===== src/rtl/ras_ckpt.sv =====
// ras_ckpt: return address stack for the fetch predictor.
// Circular buffer of RAS_ENTRIES return targets with push, pop, pop-then-push
// (replace top), and a one-cycle restore of ptr/count from a checkpoint.
// Optional feature macro: RAS_TOP_REPAIR_EN -- when defined, a restore also
// rewrites array[restore_ptr] with restore_top_target.
module ras_ckpt #(
    parameter int RAS_ENTRIES      = 8,
    parameter int RAS_INDEX_WIDTH  = $clog2(RAS_ENTRIES),
    parameter int RAS_TARGET_WIDTH = 31
) (
    input  logic                        CLK,
    input  logic                        nRST,
    input  logic                        push_valid,
    input  logic [RAS_TARGET_WIDTH-1:0] push_target,
    input  logic                        pop_valid,
    input  logic                        restore_valid,
    input  logic [RAS_INDEX_WIDTH-1:0]  restore_ptr,
    input  logic [RAS_INDEX_WIDTH:0]    restore_count,
    input  logic [RAS_TARGET_WIDTH-1:0] restore_top_target,
    output logic                        top_valid,
    output logic [RAS_TARGET_WIDTH-1:0] top_target,
    output logic [RAS_INDEX_WIDTH-1:0]  ckpt_ptr,
    output logic [RAS_INDEX_WIDTH:0]    ckpt_count,
    output logic [RAS_TARGET_WIDTH-1:0] ckpt_top_target,
    output logic                        underflow
);

    localparam logic [RAS_INDEX_WIDTH:0]   FULL = (RAS_INDEX_WIDTH+1)'(RAS_ENTRIES);
    localparam logic [RAS_INDEX_WIDTH-1:0] ONE  = RAS_INDEX_WIDTH'(1);
    localparam logic [RAS_INDEX_WIDTH:0]   CONE = (RAS_INDEX_WIDTH+1)'(1);

    logic [RAS_TARGET_WIDTH-1:0] mem_q [RAS_ENTRIES];
    logic [RAS_INDEX_WIDTH-1:0]  ptr_q, ptr_d;
    logic [RAS_INDEX_WIDTH:0]    count_q, count_d;
    logic                        underflow_q, underflow_d;

    // Single array write port, shared by push, replace-top and top repair
    logic                        wr_en;
    logic [RAS_INDEX_WIDTH-1:0]  wr_idx;
    logic [RAS_TARGET_WIDTH-1:0] wr_data;

    logic non_empty;
    assign non_empty = (count_q != '0);

`ifndef RAS_TOP_REPAIR_EN
    // Checkpointed top target only matters when top repair is built in
    logic unused_restore_top;
    assign unused_restore_top = ^restore_top_target;
`endif

    // Next-state selection: restore > push+pop > push > pop > idle
    always_comb begin
        ptr_d       = ptr_q;
        count_d     = count_q;
        underflow_d = 1'b0;
        wr_en       = 1'b0;
        wr_idx      = ptr_q;
        wr_data     = push_target;
        if (restore_valid) begin
            ptr_d   = restore_ptr;
            count_d = restore_count;
`ifdef RAS_TOP_REPAIR_EN
            wr_en   = 1'b1;
            wr_idx  = restore_ptr;
            wr_data = restore_top_target;
`endif
        end else if (push_valid && pop_valid && non_empty) begin
            // Replace top: pointer and occupancy stay put
            wr_en = 1'b1;
        end else if (push_valid) begin
            // Also covers push+pop on an empty stack. When full the
            // write lands on the oldest entry, which is simply lost.
            ptr_d  = ptr_q + ONE;
            wr_en  = 1'b1;
            wr_idx = ptr_q + ONE;
            if (count_q != FULL) count_d = count_q + CONE;
        end else if (pop_valid) begin
            if (non_empty) begin
                ptr_d   = ptr_q - ONE;
                count_d = count_q - CONE;
            end else begin
                underflow_d = 1'b1;
            end
        end
    end

    // Pointer, occupancy and underflow pulse registers
    always_ff @(posedge CLK or negedge nRST) begin
        if (!nRST) begin
            ptr_q       <= '0;
            count_q     <= '0;
            underflow_q <= 1'b0;
        end else begin
            ptr_q       <= ptr_d;
            count_q     <= count_d;
            underflow_q <= underflow_d;
        end
    end

    // Target storage, cleared on reset so the top reads 0 when empty
    always_ff @(posedge CLK or negedge nRST) begin
        if (!nRST) begin
            for (int i = 0; i < RAS_ENTRIES; i++) mem_q[i] <= '0;
        end else if (wr_en) begin
            mem_q[wr_idx] <= wr_data;
        end
    end

    assign top_valid       = non_empty;
    assign top_target      = mem_q[ptr_q];
    assign ckpt_ptr        = ptr_q;
    assign ckpt_count      = count_q;
    assign ckpt_top_target = mem_q[ptr_q];
    assign underflow       = underflow_q;

endmodule


===== config.mk =====
export PLATFORM = sky130hd
export DESIGN_NAME = ras_ckpt
export DESIGN_NICKNAME = d
export VERILOG_FILES = /design/src/rtl/ras_ckpt.sv
export SDC_FILE = /design/constraint.sdc
export NUM_CORES = 1
export LEC_CHECK = 0
export CAP_MARGIN = 20
export CORE_MARGIN = 10
export CORE_UTILIZATION = 25
export DETAILED_ROUTE_END_ITERATION = 10
export MAX_ROUTING_LAYER = met4
export SYNTH_ARGS = -nofsm -noshare
export SYNTH_HDL_FRONTEND = slang
export SYNTH_SLANG_ARGS = --single-unit

===== constraint.sdc =====
create_clock -name CLK -period 3.6 [get_ports CLK]
set_clock_uncertainty 0.2 [all_clocks]
set_input_delay 0.36 -clock CLK [delete_from_list [all_inputs] [get_ports CLK]]
set_output_delay 0.36 -clock CLK [all_outputs]
set_load 0.02 [all_outputs]

==> flow_summary.yaml <==
sta:
  tns_ns: 0
  fin_crit_sh_pct: 94.41
  final-setup-viol-count: 0
  fmax_ghz: 0.2942
  slew_headroom_pct: 24.59
  hold_violations: 0
  worst_slack_ns: 0.2012
  period_minus_slack_ns: 3.399
  slew_viol_final: 0
  tightest_slew_ns: 1.131
  rsz0062_at_grt: "false"
floorplanning:
  start_util_pct: 25.25
  dieWidth_um: 239.4
  core_mm2: 0.04765
  num_rows: 80
  ios: 145
  dieArea_mm2: 0.05730
  die_h_um: 239.4
yosys:
  yosysUniqueCellTypes: 40
  syn-mean-instance-area_um2: 15.94
  yosysSeqAreaShare_pct: 53.24
  muxShareOfSynthArea_pct: 38.35
  synth_compound_area_share_pct: 1.726
  syn_area_mm2: 0.01203
  synthAdderAreaFrac_pct: 0.5824
  synthSimpleGateAreaFrac_pct: 1.435
  yosysWarnings: 0
  synth_top_family_by_area: "multiplexers"
  synth-xor-area-share_pct: 0.5824
  synth_cells: 755
  synth_fp_nets: 834
  synth-seq-cells: 256
setup_path:
  reg2reg_slack_ns: 0.53
  crit_path_start_kind: "flop"
  rr_endpoint: "mem_q[161]"
  critPathRequiredTime_ns: 3.04
  end_kind: "output port"
  crit_type: "reg2out"
  path_max_fanout: 39
  critPathArrivalTime_ns: 2.84
  timing.rr.start: "ckpt_count[0]"
  r2r_cells: 4
clocking:
  cts_sinks: 256
  path_clk_slew_ns: 0.06
  clk_path_buf_depth: 3
  clk_latency_ns: 0.58
  numCtsBuffers: 29
  htree_num_levels: 1
  ctsRootBufferMaster: "clkbuf_16"
  ctsResizeCount: 0
  post-cts-setup-buffers: 0
  cts_tree: "done"
finish:
  fin_area_mm2: 0.01478
  mostFrequentLayoutCell: "mux2_2"
  fillers: 4731
  fin_nets: 927
  final_cell_mix: "mux2_2, dfrtp_1, clkdlybuf4s50_1"
  drive_gt1_share_pct: 48.68
  area_delta_synth_final_pct: 22.85
detailed_routing:
  wirelength_um: 28850
  vias_per_cell: 4.509
  drt_iter0_drc: 281
  firstDrtPassIters: 4
  wire_per_inst_um: 19.39
  vias: 6709
  drc: 0
  antenna_left: 0
power_and_ir_drop:
  p_switching_uw: 4100
  pwr-share-clk_pct: 22.4
  p_sw_share_pct: 30.90
  combPwrFrac_pct: 40.4
  power.density_mw_per_mm2: 897.7
  vdd_ir_drop_max_mv: 0.6575
  power.leakage_uw: 0.005982
  power_uw: 13270
  p_seq_share_pct: 37.2
  p_int_uw: 9169
global_routing:
  grt_max_degree: 88
  grt_antenna_before_repair: 2
  grt_pass1_vias: 7512
  grt_pass1_wl_um: 45300
  grt_usage_pct: 10.46
  grt_overflow: 0
placement:
  place_ws_ns: 0.3948
  portBuffers: 113
  gp_congestion: 0.7152
  place_area_mm2: 0.01380
  post-dp-hpwl_um: 17670
run:
  max-cap-violations: 0
hold_path:
  hp-class: "in2async"
outcome:
  status: "finished, final reports clean"
==> worst max-delay path by stage <==
stage | start | endpoint | slack (ns) | cells past startpoint
2_1_floorplan | ckpt_ptr[0] | top_target[0] | 0.53 | 6
3_3_place_gp | pop_valid | mem_q[159] | 0.44 | 5
3_5_place_dp | pop_valid | mem_q[161] | 0.39 | 5
4_1_cts | ckpt_ptr[0] | top_target[3] | 0.11 | 4
5_1_grt | ckpt_ptr[0] | top_target[3] | 0.07 | 4
6_report | ckpt_ptr[0] | top_target[3] | 0.20 | 4
==> registers in the layout, summed over array words and instances (netlist names) <==
name        count
mem_q         248
ckpt_ptr        3
underflow       1
ckpt_count      4
==> cell usage after synthesis (all sizes together) <==
library cell | number | area share [%]
fa | 1 | 0.17
and2 | 1 | 0.052
a21o | 1 | 0.062
o211ai | 1 | 0.062
buf | 63 | 3.5
a211oi | 2 | 0.12
o31ai | 2 | 0.12
nand4 | 2 | 0.10
ha | 4 | 0.42
o41a | 1 | 0.094
xnor2 | 5 | 0.36
nor3 | 4 | 0.17
a311oi | 1 | 0.073
o21ai | 3 | 0.12
inv | 4 | 0.12
o2bb2ai | 2 | 0.15
nor3b | 1 | 0.062
mux2 | 284 | 27
dfrtp | 256 | 53
nor2b | 2 | 0.10
nand2b | 5 | 0.26
o22a | 3 | 0.22
nor4 | 2 | 0.10
nor2 | 6 | 0.19
o22ai | 3 | 0.38
nand2 | 7 | 0.22
mux2i | 2 | 0.17
o41ai | 1 | 0.14
a21oi | 3 | 0.12
xor2 | 3 | 0.22
mux4 | 62 | 12
a31oi | 1 | 0.052
clkbuf | 14 | 0.44
or4 | 1 | 0.094
nand3 | 2 | 0.083
==> through the flow <==
stage | std cells | util, % | hold slack, ns
after floorplan | 755 | - | -0.1356
after global routing | 1488 | 31.02 | 0.2254
after global placement | 1431 | 28.97 | 0.2321
final | 1488 | 31.02 | 0.1659
after detailed placement | 1431 | 28.97 | 0.2306
after CTS | 1486 | 31.01 | 0.2022
==> per-layer routing <==
layer / global-route usage [%] / wire [um]
met5: - / 0
met4: 1.891 / 396
met3: 2.057 / 1085
met2: 17.10 / 13920
met1: 13.34 / 13450
==> power groups by stage <==
stage	Combinational, uW	Clock, uW	Sequential, uW
floorplan	3940	0	4780
global placement	5390	0	4910
detailed placement	5480	0	4990
CTS	5500	3070	4950
global route	5770	3190	5120
finish	5360	2970	4940
==> worst max-delay path: stages, from the launching register on <==
cell,delay (ns)
dfrtp_4,0.46
buf_12,0.32
mux4_2,0.56
mux2_2,0.32
clkdlybuf4s50_1,0.56
==> cell type report <==
class	instances	area [um2]	share of cell area, %
sequential	256	6415	43.40
timing repair buffer	139	1421	9.617
multi-input combinational	418	5190	35.11
antenna	2	5.005	0.03386
clock buffer	45	845.8	5.723
clock inverter	9	118.9	0.8042
inverter	4	15.01	0.1016
tap	615	769.5	5.206
==> logic make-up after synthesis <==
logic type / after synthesis
AND/OR/NAND/NOR: 33
multiplexers: 348
XOR/XNOR: 8
AO/OA/AOI/OAI: 24
adder cells (fa/ha/maj): 5
flip-flops: 256
buffers and inverters: 81
==> what timing repair did <==
action	CTS	global route
endpoints found under the hold margin	84	0
endpoints found under the setup margin	0	0
hold buffers	1	0
Power figures use the tool's default switching activity.
